<file path="config.mk">
export PLATFORM = sky130hd
export DESIGN_NAME = muldiv_iter
export DESIGN_NICKNAME = d
export VERILOG_FILES = /design/src/rtl/muldiv_iter.sv
export SDC_FILE = /design/constraint.sdc
export NUM_CORES = 1
export LEC_CHECK = 0
export CAP_MARGIN = 20
export CORE_ASPECT_RATIO = 0.75
export CORE_MARGIN = 2
export CORE_UTILIZATION = 45
export DETAILED_ROUTE_END_ITERATION = 10
export DONT_BUFFER_PORTS = 1
export PLACE_DENSITY_LB_ADDON = 0.3
export SETUP_SLACK_MARGIN = 0.5
export SLEW_MARGIN = 30
export SYNTH_ARGS = -nofsm -noshare
export SYNTH_HDL_FRONTEND = slang
export SYNTH_SLANG_ARGS = --single-unit
</file>
<file path="constraint.sdc">
create_clock -name iCLK -period 5.8 [get_ports iCLK]
set_clock_uncertainty 0.15 [all_clocks]
set_input_delay 1.74 -clock iCLK [delete_from_list [all_inputs] [get_ports iCLK]]
set_output_delay 1.74 -clock iCLK [all_outputs]
set_load 0.01 [all_outputs]
</file>
<file path="src/rtl/muldiv_iter.sv">
// Iterative RV32M multiply/divide unit.
// Multiplication uses radix-2 shift-add, and division uses restoring division.
// Both work on operand magnitudes, and the sign is fixed up at the end.
// Every operation takes 32 CALC cycles. The result is registered on the edge
// that enters DONE.
module muldiv_iter #(
  parameter int XLEN = 32
) (
  input  logic            iCLK,
  input  logic            iRSTn,
  input  logic            iStart,
  input  logic [2:0]      iFunct3,
  input  logic [XLEN-1:0] iA,
  input  logic [XLEN-1:0] iB,
  output logic            oBusy,
  output logic            oValid,
  output logic [XLEN-1:0] oResult
);

  typedef enum logic [1:0] {S_IDLE, S_CALC, S_DONE} state_e;

  state_e            state_q, state_d;
  logic [4:0]        cnt_q;
  logic [2:0]        funct_q;
  logic              sa_q, sb_q;
  logic              div0_q, ovf_q;
  logic [XLEN-1:0]   opnd_q;        // multiplicand (mul) or divisor (div)
  logic [2*XLEN-1:0] acc_q;         // {partial product | multiplier} or {remainder | dividend/quotient}
  logic              busy_q, valid_q;
  logic [XLEN-1:0]   result_q;

  logic              start_sa, start_sb;
  logic [XLEN-1:0]   mag_a, mag_b;
  logic [XLEN:0]     mul_sum;
  logic [XLEN:0]     div_shift, div_diff;
  logic              qbit;
  logic [2*XLEN-1:0] acc_step;
  logic [2*XLEN-1:0] prod;
  logic [XLEN-1:0]   quot, rem;
  logic [XLEN-1:0]   result_d;

  // Decode the operand sign flags and magnitudes for the operation being started.
  always_comb begin
    start_sa = 1'b0;
    start_sb = 1'b0;
    case (iFunct3)
      3'b000, 3'b001, 3'b100, 3'b110: begin start_sa = 1'b1; start_sb = 1'b1; end
      3'b010:                         start_sa = 1'b1;
      default: ;
    endcase
    mag_a = (start_sa && iA[XLEN-1]) ? -iA : iA;
    mag_b = (start_sb && iB[XLEN-1]) ? -iB : iB;
  end

  // Compute one iteration step, then the signed result taken from the final step.
  always_comb begin
    mul_sum   = {1'b0, acc_q[2*XLEN-1:XLEN]} + (acc_q[0] ? {1'b0, opnd_q} : '0);
    div_shift = {acc_q[2*XLEN-1:XLEN], acc_q[XLEN-1]};
    div_diff  = div_shift - {1'b0, opnd_q};
    qbit      = ~div_diff[XLEN];
    if (funct_q[2])
      acc_step = {(qbit ? div_diff[XLEN-1:0] : div_shift[XLEN-1:0]), acc_q[XLEN-2:0], qbit};
    else
      acc_step = {mul_sum, acc_q[XLEN-1:1]};

    prod = (sa_q ^ sb_q) ? -acc_step : acc_step;
    quot = (sa_q ^ sb_q) ? -acc_step[XLEN-1:0] : acc_step[XLEN-1:0];
    // With a zero divisor the remainder ends up as |iA|.
    // The sign fix-up then restores the original iA.
    rem  = sa_q ? -acc_step[2*XLEN-1:XLEN] : acc_step[2*XLEN-1:XLEN];

    result_d = '0;
    case (funct_q)
      3'b000:                 result_d = prod[XLEN-1:0];
      3'b001, 3'b010, 3'b011: result_d = prod[2*XLEN-1:XLEN];
      3'b100:                 result_d = div0_q ? '1 : (ovf_q ? {1'b1, {(XLEN-1){1'b0}}} : quot);
      3'b101:                 result_d = div0_q ? '1 : quot;
      3'b110:                 result_d = ovf_q ? '0 : rem;
      3'b111:                 result_d = rem;
      default: ;
    endcase
  end

  // Compute the next FSM state.
  always_comb begin
    state_d = state_q;
    case (state_q)
      S_IDLE:  if (iStart) state_d = S_CALC;
      S_CALC:  if (cnt_q == 5'd31) state_d = S_DONE;
      S_DONE:  state_d = S_IDLE;
      default: state_d = S_IDLE;
    endcase
  end

  // Register the FSM state, and the busy/valid flags derived from the next state.
  always_ff @(posedge iCLK or negedge iRSTn) begin
    if (!iRSTn) begin
      state_q <= S_IDLE;
      busy_q  <= 1'b0;
      valid_q <= 1'b0;
    end else begin
      state_q <= state_d;
      busy_q  <= (state_d != S_IDLE);
      valid_q <= (state_d == S_DONE);
    end
  end

  // Datapath: latch operands on start, iterate in CALC, and load the result on the last step.
  always_ff @(posedge iCLK or negedge iRSTn) begin
    if (!iRSTn) begin
      cnt_q    <= '0;
      funct_q  <= '0;
      sa_q     <= 1'b0;
      sb_q     <= 1'b0;
      div0_q   <= 1'b0;
      ovf_q    <= 1'b0;
      opnd_q   <= '0;
      acc_q    <= '0;
      result_q <= '0;
    end else begin
      if (state_q == S_IDLE && iStart) begin
        funct_q <= iFunct3;
        sa_q    <= start_sa && iA[XLEN-1];
        sb_q    <= start_sb && iB[XLEN-1];
        div0_q  <= (iB == '0);
        ovf_q   <= (iA == {1'b1, {(XLEN-1){1'b0}}}) && (iB == '1);
        opnd_q  <= iFunct3[2] ? mag_b : mag_a;
        acc_q   <= {{XLEN{1'b0}}, (iFunct3[2] ? mag_a : mag_b)};
        cnt_q   <= '0;
      end else if (state_q == S_CALC) begin
        acc_q <= acc_step;
        cnt_q <= cnt_q + 5'd1;
        if (cnt_q == 5'd31) result_q <= result_d;
      end
    end
  end

  assign oBusy   = busy_q;
  assign oValid  = valid_q;
  assign oResult = result_q;

endmodule
</file>
==> impl_metrics.env <==
export IMPL_status="completed"
export IMPL_max_freq_mhz=190
export IMPL_crit_type="flop to flop"
export IMPL_vias=17500
export IMPL_clock_sinks=144
export IMPL_netlist_area_leader_share=0.228
export IMPL_antenna_found_initial=1
export IMPL_gr_total_overflow=0
export IMPL_worstMarginPinSlew_ps=1050
export IMPL_groute_usage_overall=0.359
export IMPL_first_pass_iters=7
export IMPL_synth_top_flop_cell="dfrtp_1"
export IMPL_hold_viol_final=0
export IMPL_worstPathRequired_ps=5990
export IMPL_drive_gt1_frac=0.102
export IMPL_syn2layout_area_growth_pct=9.15
export IMPL_routed_via_density=6.77
export IMPL_cp_max_fo=15
export IMPL_grt_pass1_wl_um=99500
export IMPL_coreArea_um2=34600
export IMPL_setup_viol=0
export IMPL_cts_made_buffers=17
export IMPL_rsz0062_at_grt="false"
export IMPL_die_y_um=166
export IMPL_endpoint_kind="flop"
export IMPL_period_share=0.906
export IMPL_cp_slowest_stage_delay_ps=650
export IMPL_grt_max_degree=145
export IMPL_wl_per_cell_um=26.0
export IMPL_syn_nets=2286
export IMPL_ant_nets=0
export IMPL_final_setup_tns_ps=0
export IMPL_path_clk_slew_ps=70
export IMPL_postSynthCellCount=2143
export IMPL_grt_pass1_vias=15700
export IMPL_cts_tree="yes"
export IMPL_hold_depth=1
export IMPL_dp_hpwl_um=52000
export IMPL_yosys_warnings=0
export IMPL_worstPathCellList="inv_2, ha_1, fa_1, nand2b_4, a21oi_4, o31ai_4, a41o_2, buf_4, nand3_4, nand2_4, buf_4, a21oi_1, nor2_1, a21oi_1, xnor2_1, o221ai_1, a221oi_1, nor2_1"
export IMPL_fin_crit_ps=5260
export IMPL_htreeDepth=4
export IMPL_cap_violations=0
export IMPL_synth_area_um2=15800
export IMPL_synth_edf_count=0
export IMPL_synth_area_leader_cell="dfrtp_1"
export IMPL_synth_most_common_cell="nand2_1"
export IMPL_async_reset_ff_frac=1.00
export IMPL_slew_headroom=0.291
export IMPL_post_route_drc_count=0
export IMPL_gp_congestion=1.03
export IMPL_rows=59
export IMPL_maxSlewViolCount=0
export IMPL_yosysSeqAreaShare=0.228
export IMPL_io_pins=104
export IMPL_root_buffer="clkbuf_16"
export IMPL_ys_seq_elements=144
export IMPL_setup_ws_ps=542
export IMPL_cpMaxStageDelayCell="a21oi_1"
export IMPL_hp_class="flop to flop"
export IMPL_cts_buffer_depth=2
export IMPL_postCtsHoldBufs=0
export IMPL_dieArea_um2=36700
export IMPL_port_buffers=0
export IMPL_drt_iter0_drc=2745
export IMPL_initial_core_util=0.457
export IMPL_postSynthAreaPerCell_um2=7.38
export IMPL_cp_start_kind="flop"
export IMPL_hold_slack_ps=337
export IMPL_nets=2250
export IMPL_ys_top_cells_by_area="dfrtp_1 (23%), nand2_1 (6.3%), o21ai_0 (6.3%), a21oi_1 (5.9%), ha_1 (5.6%)"
export IMPL_reg2reg_depth=18
export IMPL_cp_arrival_ps=5450
export IMPL_yosys_top_cells_count="nand2_1 (264), o21ai_0 (198), nor2_1 (196)"
export IMPL_place_ws_ps=125
export IMPL_die_x_um=220
export IMPL_routed_wl_um=66900
export IMPL_ys_types=97
export IMPL_clkLatencyLatePin_ps=480
-- critical path: cells and delay by family, from the launching register on --
| kind | cells | cell delay [ps] |
|---|---|---|
| AOI/OAI and AO/OA | 7 | 2490 |
| and+or+nand+nor | 5 | 740 |
| DFF | 1 | 380 |
| xor gates and xnor gates | 1 | 170 |
| adders and majority gates | 2 | 680 |
| buffers and inverters | 3 | 510 |
-- cell usage in the layout, fill, tap and decap left out, drive strengths merged, types with 17 or more instances in the layout --
| master | count |
|---|---|
| a211oi | 33 |
| a21o | 24 |
| a21oi | 193 |
| a221oi | 23 |
| a22o | 17 |
| a31oi | 33 |
| and2 | 51 |
| and3 | 20 |
| buf | 75 |
| clkbuf | 20 |
| dfrtp | 144 |
| ha | 71 |
| inv | 70 |
| mux2i | 36 |
| nand2 | 265 |
| nand3 | 35 |
| nand4 | 33 |
| nor2 | 199 |
| nor3 | 55 |
| nor4 | 22 |
| o211ai | 32 |
| o21ai | 203 |
| o22ai | 32 |
| o31ai | 29 |
| xnor2 | 97 |
| xor2 | 76 |
-- cell families after synthesis --
logic type,share of synthesized area
simple gates,0.235
compound gates,0.302
buf+inv,0.0498
xor+xnor,0.0958
flops,0.228
fa+ha+maj,0.0587
mux,0.0306
-- cell type report --
class	instances	area, um2
Fill cell	3361	17400
Multi-Input combinational cell	1804	11600
Sequential cell	144	3610
Tap cell	457	572
Timing Repair Buffer	75	563
Clock buffer	20	457
Inverter	65	244
Clock inverter	12	170
Antenna cell	1	2.50
-- layer usage --
layer | up-vias | global-route usage | wire, um
li1 | 7788 | - | -
met1 | 8307 | 0.542 | 29100
met2 | 1235 | 0.480 | 26300
met3 | 126 | 0.115 | 9740
met4 | 0 | 0.100 | 1830
met5 | - | 0 | 0
-- timing repair --
| item | in CTS | in global routing |
|---|---|---|
| setup buffers | 0 | 12 |
| pin swaps | 1 | 11 |
| endpoints found under the setup margin | 16 | 25 |
| hold endpoints to repair | 0 | 0 |
| gates resized for setup | 13 | 31 |
-- per-stage QoR --
step	instances	util	area [um2]
3_3_place_gp	2533	0.472	16300
3_5_place_dp	2533	0.472	16300
4_1_cts	2565	0.492	17000
2_1_floorplan	2143	-	15800
6_report	2578	0.499	17300
5_1_grt	2577	0.498	17300
-- state kept, by name, indices dropped and copies added (netlist names) --
name and count:
state_q 2, div0_q 1, funct_q 3, oBusy 1
acc_q 64, sb_q 1, cnt_q 5, sa_q 1
ovf_q 1, oResult 32, opnd_q 32, oValid 1
-- worst paths after layout --
kind | start | endpoint | slack [ps]
max | acc_q[31] | oResult[7] | 540
min reg2reg | cnt_q[3] | cnt_q[3] | 340
max reg2reg | acc_q[31] | oResult[7] | 540
min | cnt_q[3] | cnt_q[3] | 340
max in group asynchronous | iRSTn | opnd_q[18] | 4240
min in group asynchronous | iRSTn | oResult[21] | 830
Power is not shown: default switching activity piles up to over one toggle a cycle in this logic, so the estimate is an artifact.
